File: src/rtl/handle_turn_action.sv
// handle_turn_action: turn-gated handshake for GameControl table actions.
// Each of NUM_ACT channels (reset table, draw card, end turn, ...) can be
// started locally by a rising edge on act_raw while it is our turn, or
// completed directly when the peer board reports the matching message type.
// A local start sends one interboard message, then waits for inter_ready.
// If inter_ready does not arrive within TIMEOUT cycles, the send is abandoned.
//
// Optional build macro HANDLE_TURN_ACTION_RETRY_EN: when it is defined, a
// timed-out send is re-issued up to MAX_RETRY times. Only after that does
// timeout_err pulse.

`ifndef P1
`define P1 0
`endif
`ifndef P2
`define P2 1
`endif
`ifndef GAME_P1_WAIT_IN
`define GAME_P1_WAIT_IN 4'd1
`endif
`ifndef GAME_P1_MOVE
`define GAME_P1_MOVE 4'd2
`endif
`ifndef GAME_P1_SHIFT
`define GAME_P1_SHIFT 4'd3
`endif
`ifndef GAME_P2_WAIT_IN
`define GAME_P2_WAIT_IN 4'd4
`endif
`ifndef GAME_P2_MOVE
`define GAME_P2_MOVE 4'd5
`endif
`ifndef GAME_P2_SHIFT
`define GAME_P2_SHIFT 4'd6
`endif

module handle_turn_action #(
    parameter int          PLAYER        = 0,
    parameter int          NUM_ACT       = 3,
    parameter logic [31:0] ACT_MSG_TYPES = 32'h0000_0987,
    parameter int          TIMEOUT       = 1000000,
    parameter int          MAX_RETRY     = 2
) (
    input  logic               clk,
    input  logic               rst,
    input  logic               interboard_rst,
    input  logic [NUM_ACT-1:0] act_raw,
    input  logic [3:0]         cur_game_state,
    input  logic               inter_ready,
    input  logic               interboard_en,
    input  logic [3:0]         interboard_msg_type,
    output logic [NUM_ACT-1:0] act_done,
    output logic               act_remote,
    output logic               busy,
    output logic               timeout_err,
    output logic               ctrl_en,
    output logic [3:0]         ctrl_msg_type,
    output logic               ctrl_move_dir,
    output logic [4:0]         ctrl_block_x,
    output logic [2:0]         ctrl_block_y,
    output logic [5:0]         ctrl_card,
    output logic [2:0]         ctrl_sel_len
);

    // Elaboration-time sanity checks on the configuration.
    if (NUM_ACT < 1 || NUM_ACT > 8) begin : g_bad_num_act
        $error("handle_turn_action: NUM_ACT must be 1..8");
    end
    if (TIMEOUT < 2) begin : g_bad_timeout
        $error("handle_turn_action: TIMEOUT must be >= 2");
    end
    if (MAX_RETRY < 0) begin : g_bad_retry
        $error("handle_turn_action: MAX_RETRY must be >= 0");
    end

    localparam int CNT_W = $clog2(TIMEOUT);
    localparam logic [CNT_W-1:0] TO_LAST = CNT_W'(TIMEOUT - 1);

`ifdef HANDLE_TURN_ACTION_RETRY_EN
    localparam int RETRY_W = (MAX_RETRY < 1) ? 1 : $clog2(MAX_RETRY + 1);
    localparam logic [RETRY_W-1:0] RETRY_MAX = RETRY_W'(MAX_RETRY);
`endif

    typedef enum logic [1:0] {
        S_IDLE,
        S_SEND,
        S_WAIT,
        S_FIN
    } state_t;

    state_t             state;
    logic [2:0]         idx;
    logic [NUM_ACT-1:0] act_raw_q;
    logic [CNT_W-1:0]   to_cnt;
`ifdef HANDLE_TURN_ACTION_RETRY_EN
    logic [RETRY_W-1:0] retry_cnt;
`endif

    logic [NUM_ACT-1:0] req;
    logic [NUM_ACT-1:0] remote_match;
    logic               remote_hit;
    logic [2:0]         remote_idx;
    logic [2:0]         local_idx;
    logic               player_correct;

    // Message type assigned to channel i (0 for channels that do not exist).
    function automatic logic [3:0] msg_type_of(input logic [2:0] i);
        logic [3:0] t;
        t = '0;
        for (int k = 0; k < NUM_ACT; k++) begin
            if (i == 3'(k)) t = ACT_MSG_TYPES[4*k +: 4];
        end
        return t;
    endfunction

    // One-hot completion vector for channel i.
    function automatic logic [NUM_ACT-1:0] one_hot(input logic [2:0] i);
        logic [NUM_ACT-1:0] v;
        v = '0;
        for (int k = 0; k < NUM_ACT; k++) begin
            if (i == 3'(k)) v[k] = 1'b1;
        end
        return v;
    endfunction

    // Index of the lowest set bit; 0 when nothing is set.
    function automatic logic [2:0] lowest_idx(input logic [NUM_ACT-1:0] v);
        logic [2:0] r;
        r = '0;
        for (int k = NUM_ACT - 1; k >= 0; k--) begin
            if (v[k]) r = 3'(k);
        end
        return r;
    endfunction

    // Rising-edge requests and the lowest-indexed winner.
    always_comb begin
        req       = act_raw & ~act_raw_q;
        local_idx = lowest_idx(req);
    end

    // Peer message decode: the lowest channel whose type matches wins.
    always_comb begin
        remote_match = '0;
        for (int k = 0; k < NUM_ACT; k++) begin
            remote_match[k] = (interboard_msg_type == ACT_MSG_TYPES[4*k +: 4]);
        end
        remote_hit = interboard_en && (|remote_match);
        remote_idx = lowest_idx(remote_match);
    end

    // Our turn: the owning player's WAIT_IN, MOVE or SHIFT game state.
    always_comb begin
        player_correct = 1'b0;
        if (PLAYER == `P1) begin
            player_correct = (cur_game_state == `GAME_P1_WAIT_IN) ||
                             (cur_game_state == `GAME_P1_MOVE)    ||
                             (cur_game_state == `GAME_P1_SHIFT);
        end else begin
            player_correct = (cur_game_state == `GAME_P2_WAIT_IN) ||
                             (cur_game_state == `GAME_P2_MOVE)    ||
                             (cur_game_state == `GAME_P2_SHIFT);
        end
    end

    // Action sequencer: latches the winning channel, runs the send/wait
    // handshake, and registers every output alongside the state.
    always_ff @(posedge clk) begin
        if (rst || interboard_rst) begin
            state         <= S_IDLE;
            idx           <= '0;
            act_raw_q     <= '0;
            to_cnt        <= '0;
`ifdef HANDLE_TURN_ACTION_RETRY_EN
            retry_cnt     <= '0;
`endif
            act_done      <= '0;
            act_remote    <= 1'b0;
            busy          <= 1'b0;
            timeout_err   <= 1'b0;
            ctrl_en       <= 1'b0;
            ctrl_msg_type <= '0;
        end else begin
            act_raw_q   <= act_raw;
            act_done    <= '0;
            timeout_err <= 1'b0;
            ctrl_en     <= 1'b0;
            case (state)
                S_IDLE: begin
`ifdef HANDLE_TURN_ACTION_RETRY_EN
                    retry_cnt <= '0;
`endif
                    if (remote_hit) begin
                        // The peer already performed the action; only report completion.
                        idx        <= remote_idx;
                        act_remote <= 1'b1;
                        busy       <= 1'b1;
                        act_done   <= one_hot(remote_idx);
                        state      <= S_FIN;
                    end else if (player_correct && (|req)) begin
                        idx           <= local_idx;
                        act_remote    <= 1'b0;
                        busy          <= 1'b1;
                        ctrl_en       <= 1'b1;
                        ctrl_msg_type <= msg_type_of(local_idx);
                        state         <= S_SEND;
                    end
                end
                S_SEND: begin
                    // inter_ready seen here belongs to an older message; ignore it.
                    to_cnt <= '0;
                    state  <= S_WAIT;
                end
                S_WAIT: begin
                    if (inter_ready) begin
                        act_done <= one_hot(idx);
                        state    <= S_FIN;
                    end else if (to_cnt == TO_LAST) begin
`ifdef HANDLE_TURN_ACTION_RETRY_EN
                        if (retry_cnt < RETRY_MAX) begin
                            retry_cnt <= retry_cnt + 1'b1;
                            ctrl_en   <= 1'b1;
                            state     <= S_SEND;
                        end else begin
                            timeout_err   <= 1'b1;
                            busy          <= 1'b0;
                            act_remote    <= 1'b0;
                            ctrl_msg_type <= '0;
                            state         <= S_IDLE;
                        end
`else
                        timeout_err   <= 1'b1;
                        busy          <= 1'b0;
                        act_remote    <= 1'b0;
                        ctrl_msg_type <= '0;
                        state         <= S_IDLE;
`endif
                    end else begin
                        to_cnt <= to_cnt + 1'b1;
                    end
                end
                S_FIN: begin
                    busy          <= 1'b0;
                    act_remote    <= 1'b0;
                    ctrl_msg_type <= '0;
                    state         <= S_IDLE;
                end
                default: begin
                    busy          <= 1'b0;
                    act_remote    <= 1'b0;
                    ctrl_msg_type <= '0;
                    state         <= S_IDLE;
                end
            endcase
        end
    end

    // Table actions carry no move, block, card or selection payload.
    assign ctrl_move_dir = 1'b0;
    assign ctrl_block_x  = '0;
    assign ctrl_block_y  = '0;
    assign ctrl_card     = '0;
    assign ctrl_sel_len  = '0;

endmodule
File: config.mk
export PLATFORM = sky130hd
export DESIGN_NAME = handle_turn_action
export DESIGN_NICKNAME = d
export VERILOG_FILES = /design/src/rtl/handle_turn_action.sv
export SDC_FILE = /design/constraint.sdc
export NUM_CORES = 1
export LEC_CHECK = 0
export CORE_MARGIN = 2
export CORE_UTILIZATION = 39
export CTS_CLUSTER_SIZE = 25
export DETAILED_ROUTE_END_ITERATION = 16
export DONT_BUFFER_PORTS = 1
export SLEW_MARGIN = 20
export SYNTH_ARGS = -nofsm -noshare
export SYNTH_HDL_FRONTEND = slang
export SYNTH_SLANG_ARGS = --single-unit
export TNS_END_PERCENT = 50
File: constraint.sdc
create_clock -name clk -period 5.61 [get_ports clk]
set_clock_uncertainty 0.15 [all_clocks]
set_input_delay 0.561 -clock clk [delete_from_list [all_inputs] [get_ports clk]]
set_output_delay 0.561 -clock clk [all_outputs]
set_load 0.02 [all_outputs]
Word level (Yosys, flattened, before mapping)
Index checks and enable logic that the tools add are counted.

operators by class
  add/sub/neg operators = 1
  equality and inequality tests = 23
  muxes and demuxes = 43
  bitwise gates (word level) = 4
  reductions and logical operators = 21

operators with widths
  kind                                                             number
  20-bit two-way mux                                               2
  20-bit case mux with 2 select lines                              1
  3-bit two-way mux                                                9
  4-bit two-way mux                                                6
  20-bit by 1-bit adder with 20-bit output, second input constant  1
  20-bit == test, second input constant                            1
  1-bit two-way mux                                                14
  2-bit two-way mux                                                6
  4-bit case mux with 3 select lines                               1
  3-bit OR reduction                                               4
  2-bit != test, second input constant                             5
  3-bit by 1-bit == test with 1-bit output, second input constant  3
  3-bit by 2-bit == test with 1-bit output, second input constant  3
  3-bit logical NOT                                                3
  4-bit by 2-bit == test with 1-bit output, second input constant  2
  4-bit == test, second input constant                             2
  2-bit case mux with 4 select lines                               1
  3-bit != test, second input constant                             2
  1-bit case mux with 3 select lines                               2
  3-bit case mux with 2 select lines                               1
  5-bit AND reduction                                              1
  2-bit == test, second input constant                             2
  4-bit by 1-bit == test with 1-bit output, second input constant  1
  4-bit by 3-bit == test with 1-bit output, second input constant  1
  12 further kinds                                                 18

storage, ports and cells
  flip-flop bits (word level) = 39
  logic and storage cells = 102

Depth between registers and ports, before layout
  word-level depth = 12
  mapped depth = 7

Worst setup path after synthesis
No wires, ideal clock.

  path kind = reg-to-reg
  start point = register to_cnt[11]
  end point = register to_cnt[8]
  library setup time = 127 ps
  data arrival time = 2068 ps
  required time = 5333 ps
  setup slack = 3265 ps
  cell stages (with the launch flop) = 8
  buffers on the path = 2
  path through = dfxtp_1 or4b_1 or4b_4 buf_6 o21a_1 buf_6 a41oi_1 a21oi_1

on the way
  longest elaborated chain between the ends = 3

ends and longest elaborated chain
  what                           RTL line  source
  start: declaration             94        logic [CNT_W-1:0] to_cnt;
  start signal: assignment       239       to_cnt <= to_cnt + 1'b1;
  20-bit == test                 218       end else if (to_cnt == TO_LAST) begin
  2-bit != test (no line)        -
  3-bit AND reduction (no line)  -

No other way between the ends.
A chain may end at the register's enable or synchronous reset.

Final worst setup path
  start point = register to_cnt[11]
  end point = register to_cnt[13]

on the way
  longest elaborated chain between the ends = 4

ends and longest elaborated chain
  what                                      RTL line  source
  20-bit by 1-bit adder with 20-bit output  239
  20-bit two-way mux                        218
  20-bit two-way mux                        215       if (inter_ready) begin
  20-bit case mux with 2 select lines       188       case (state)

Several ways; a longest one is shown, not always the timed one. The select of a mux whose other input is x is not followed.

==> results_tabular.tex <==
\begin{tabular}{lr}
\hline
Metric & Value \\
\hline
\multicolumn{2}{l}{\textbf{Run status}} \\
\quad Outcome & finished clean \\
\multicolumn{2}{l}{\textbf{Timing}} \\
\quad Achievable Freq & 387 MHz \\
\quad Slew @ Worst Pin & 734 ps \\
\quad Final number of max-transition violations & 0 \\
\quad Final period util & 0.460 \\
\quad Unrepaired setup endpoints after global routing & no \\
\quad Number of endpoints with negative hold slack in the final report & 0 \\
\quad Final number of setup-violating endpoints & 0 \\
\quad Worst Slack Setup Final & 3030 ps \\
\quad Post-route minimum period & 2580 ps \\
\quad Sum of negative setup slack & 0 ps \\
\quad Remaining max-slew budget at the tightest pin & 0.509 \\
\quad Post-Route Hold Slack & 208 ps \\
\multicolumn{2}{l}{\textbf{Detailed routing}} \\
\quad Iter 0 DRT Violations & 68 \\
\quad First-pass iteration count of the detailed router & 4 \\
\quad Routed via count divided by cell count & 5.55 \\
\quad M1 WL & 2.19 mm \\
\quad Routed wire per std cell & 14.1 um \\
\quad Met2 Wirelength & 1.99 mm \\
\quad Wire length on met3 & 243 um \\
\quad Number of nets with antenna violations after detailed routing & 0 \\
\quad Max Used Layer & met4 \\
\quad Remaining design rule violation count & 0 \\
\quad Sum of routed wire length over all layers & 4.50 mm \\
\quad Via Count & 1766 \\
\multicolumn{2}{l}{\textbf{Die}} \\
\quad Row cnt & 26 \\
\quad Core region area & 5140 um2 \\
\quad Overall die height & 77.3 um \\
\quad Floorplan die width & 77.3 um \\
\quad Top-level I/O count & 45 \\
\quad Die footprint & 5980 um2 \\
\quad Effective utilization at floorplan & 0.408 \\
\multicolumn{2}{l}{\textbf{Final layout}} \\
\quad Finished layout cell area & 2170 um2 \\
\quad Antenna cell count & 0 \\
\quad Growth of design area from synthesis to finish & 3.46\% \\
\quad Net count, final & 265 \\
\quad Fraction of layout instances using a drive strength above 1 & 0.0806 \\
\multicolumn{2}{l}{\textbf{GRT}} \\
\quad Overall Global Routing Usage & 0.161 \\
\quad Aggregate global routing overflow & 0 \\
\quad Via count of the first global-routing pass & 1696 \\
\quad Largest net degree at the start of global routing & 14 \\
\quad Number of antenna violations at the first check in global routing & 0 \\
\quad Global-route wire length before repair & 7.82 mm \\
\multicolumn{2}{l}{\textbf{Hold path}} \\
\quad Instance count along the most critical hold path & 1 \\
\quad Critical hold path startpoint & inter\_ready \\
\quad Worst hold path class & input pin to flip-flop \\
\quad Worst Hold Endpoint & timeout\_err \\
\multicolumn{2}{l}{\textbf{Power}} \\
\quad Leakage & 0.692 nW \\
\quad Share of total power consumed by net switching & 0.234 \\
\quad Net switching power figure & 0.129 mW \\
\quad Total power density per cell area & 254 nW/um2 \\
\quad Fraction of power consumed by sequential logic & 0.490 \\
\quad Clk pwr share & 0.433 \\
\quad Largest vdd supply drop & 0.000120 V \\
\quad Internal power & 0.422 mW \\
\quad Total chip power & 0.552 mW \\
\quad Comb power frac & 0.078 \\
\multicolumn{2}{l}{\textbf{Place}} \\
\quad Detail Placement HPWL & 3.33 mm \\
\quad DP Area & 2050 um2 \\
\quad Weighted congestion reported at the end of routability-driven placement & 0.818 \\
\quad Quantity of I/O buffers inserted on ports & 0 \\
\quad DP Worst Slack & 3050 ps \\
\multicolumn{2}{l}{\textbf{CTS}} \\
\quad H-Tree Depth & 2 \\
\quad Clock sinks & 37 \\
\quad Resized Gates After CTS & 0 \\
\quad \# Post-CTS Setup Buffers & 0 \\
\quad Hold bufs inserted after CTS & 0 \\
\quad TritonCTS buffer count & 5 \\
\quad Worst-path clk slew & 70 ps \\
\quad CTS root buffer & sky130\_fd\_sc\_hd\_\_clkbuf\_8 \\
\quad Clock Path Buffers & 2 \\
\quad Clock latency on the worst-skew pair & 290 ps \\
\quad CTS tree & built \\
\multicolumn{2}{l}{\textbf{Critical path}} \\
\quad Crit-path slowest cell & sky130\_fd\_sc\_hd\_\_or4b\_4 \\
\quad FF-to-FF Start & to\_cnt[11] \\
\quad Slowest cell delay on critical path & 620 ps \\
\quad Minimum setup slack among reg-to-reg paths & 3030 ps \\
\quad Endpoint type of the worst setup path & flip-flop \\
\quad Worst Path Class, Setup & flip-flop to flip-flop \\
\quad Max Fanout on Critical Path & 12 \\
\quad Data arrival time of the critical path & 2610 ps \\
\quad Depth of the most critical reg-to-reg path & 5 \\
\quad Required time at the worst-slack endpoint & 5640 ps \\
\quad Crit-path cells & or4b\_1, or4b\_4, o21ai\_2, nor3\_1, o22a\_1 \\
\quad Worst flop-to-flop path endpoint & to\_cnt[13] \\
\quad Type of element launching the critical path & flip-flop \\
\multicolumn{2}{l}{\textbf{Synth}} \\
\quad Post-synthesis cell type count & 54 \\
\quad Share of flip-flops with an asynchronous set or reset after synthesis & 0 \\
\quad Avg Cell Area, Syn & 8.39 um2 \\
\quad Primary flip-flop cell chosen by synthesis mapping & sky130\_fd\_sc\_hd\_\_dfxtp\_1 \\
\quad Most used standard cell by instance count after synthesis & sky130\_fd\_sc\_hd\_\_dfxtp\_1 \\
\quad Total of flip-flops plus latches after synthesis & 37 \\
\quad Yosys top cell by area & sky130\_fd\_sc\_hd\_\_dfxtp\_1 \\
\quad Number of synthesized flops with an enable pin & 0 \\
\quad Post-Synthesis Cell Area & 2100 um2 \\
\quad Top post-synthesis cells by area & sky130\_fd\_sc\_hd\_\_dfxtp\_1, sky130\_fd\_sc\_hd\_\_buf\_4, sky130\_fd\_sc\_hd\_\_nand2\_1, sky130\_fd\_sc\_hd\_\_a21oi\_1, sky130\_fd\_sc\_hd\_\_nand3\_1 \\
\quad Portion of the post-synthesis area used by sequential elements & 0.353 \\
\quad Warning count from the yosys run & 0 \\
\quad Most frequent cells after synthesis & sky130\_fd\_sc\_hd\_\_dfxtp\_1, sky130\_fd\_sc\_hd\_\_nand2\_1, sky130\_fd\_sc\_hd\_\_buf\_4 \\
\quad Portion of synthesized cell area occupied by the leading cell type & 0.353 \\
\quad Post-synthesis cell count & 250 \\
\multicolumn{2}{l}{\textbf{Run}} \\
\quad Max-cap violation count & 0 \\
\hline
\end{tabular}
## cell families (layout without fill, tap and decap cells)
logic type / count (synthesis) / count (layout) / synth area share
flip-flops: 37 / 37 / 0.353
XOR/XNOR: 1 / 1 / 0.00418
multiplexers: 4 / 4 / 0.0191
AO/OA/AOI/OAI: 62 / 62 / 0.216
AND/OR/NAND/NOR: 114 / 114 / 0.297
buffers and inverters: 29 / 10 / 0.0967
other: 1 / 18 / 0.00179
adder cells (fa/ha/maj): 2 / 2 / 0.0119
## metal layers
layer,vias up,global-route usage
li1,891,-
met2,38,0.259
met1,828,0.209
met3,9,0.0447
met5,-,0
met4,0,0.0482
## how the worst max path moves through the flow
| stage | cells past startpoint | from | end | slack, ps |
|---|---|---|---|---|
| floorplan | 7 | to_cnt[11] | to_cnt[8] | 3260 |
| finish | 5 | to_cnt[11] | to_cnt[13] | 3030 |
| CTS | 5 | to_cnt[11] | to_cnt[17] | 3040 |
| detailed placement | 5 | to_cnt[11] | to_cnt[17] | 3050 |
| global route | 5 | to_cnt[11] | to_cnt[13] | 2900 |
| global placement | 5 | to_cnt[11] | to_cnt[17] | 3090 |
## stage by stage
stage                     utilization  instances
after floorplan                     -        267
after global routing            0.422        318
final                           0.422        318
after detailed placement        0.399        310
after CTS                       0.422        318
after global placement          0.399        310
## area by class of cell
type	count	area, um2
Fill cell	551	2970
Multi-Input combinational cell	201	1220
Sequential cell	37	741
Tap cell	70	87.6
Clock buffer	7	86.3
Clock inverter	1	30.0
Inverter	2	7.51
## flip-flops by register name, indices dropped and copies added, names as in the netlist
register	count
act_raw_q	3
busy	1
act_remote	1
idx	2
ctrl_en	1
to_cnt	20
timeout_err	1
act_done	3
state	2
ctrl_msg_type	3
## power groups by stage
stage                     clock (mW)  sequential, mW  combinational [mW]
after floorplan                    0           0.274              0.0493
after global placement             0           0.276              0.0426
after detailed placement           0           0.276              0.0427
after CTS                      0.245           0.270              0.0428
after global routing           0.255           0.270              0.0479
final                          0.239           0.270              0.0428
## cells in the final DEF, fill, tap and decap left out, types with 2 or more instances in the layout
cell type	n
sky130_fd_sc_hd__a21oi_1	17
sky130_fd_sc_hd__a31oi_1	5
sky130_fd_sc_hd__a41oi_1	4
sky130_fd_sc_hd__and2_1	7
sky130_fd_sc_hd__and3_1	3
sky130_fd_sc_hd__clkbuf_8	6
sky130_fd_sc_hd__conb_1	18
sky130_fd_sc_hd__dfxtp_1	37
sky130_fd_sc_hd__ha_1	2
sky130_fd_sc_hd__inv_1	2
sky130_fd_sc_hd__mux2i_1	4
sky130_fd_sc_hd__nand2_1	23
sky130_fd_sc_hd__nand2b_1	5
sky130_fd_sc_hd__nand3_1	14
sky130_fd_sc_hd__nand3b_1	2
sky130_fd_sc_hd__nand4_1	5
sky130_fd_sc_hd__nand4b_1	4
sky130_fd_sc_hd__nor2_1	18
sky130_fd_sc_hd__nor2b_1	3
sky130_fd_sc_hd__nor3_1	11
sky130_fd_sc_hd__nor4_1	3
sky130_fd_sc_hd__o211ai_1	2
sky130_fd_sc_hd__o21a_1	4
sky130_fd_sc_hd__o21ai_0	8
sky130_fd_sc_hd__o21ai_2	2
sky130_fd_sc_hd__o31ai_1	4
sky130_fd_sc_hd__or2_2	3
sky130_fd_sc_hd__or3_1	3
sky130_fd_sc_hd__or3b_2	2
sky130_fd_sc_hd__or4_1	3
## critical path: cells and delay by family (launching register included)
family	cells	cell delay, ps
simple gates	3	1310
compound gates	2	670
flops	1	350
No activity file was read; power rests on OpenSTA's default activity.
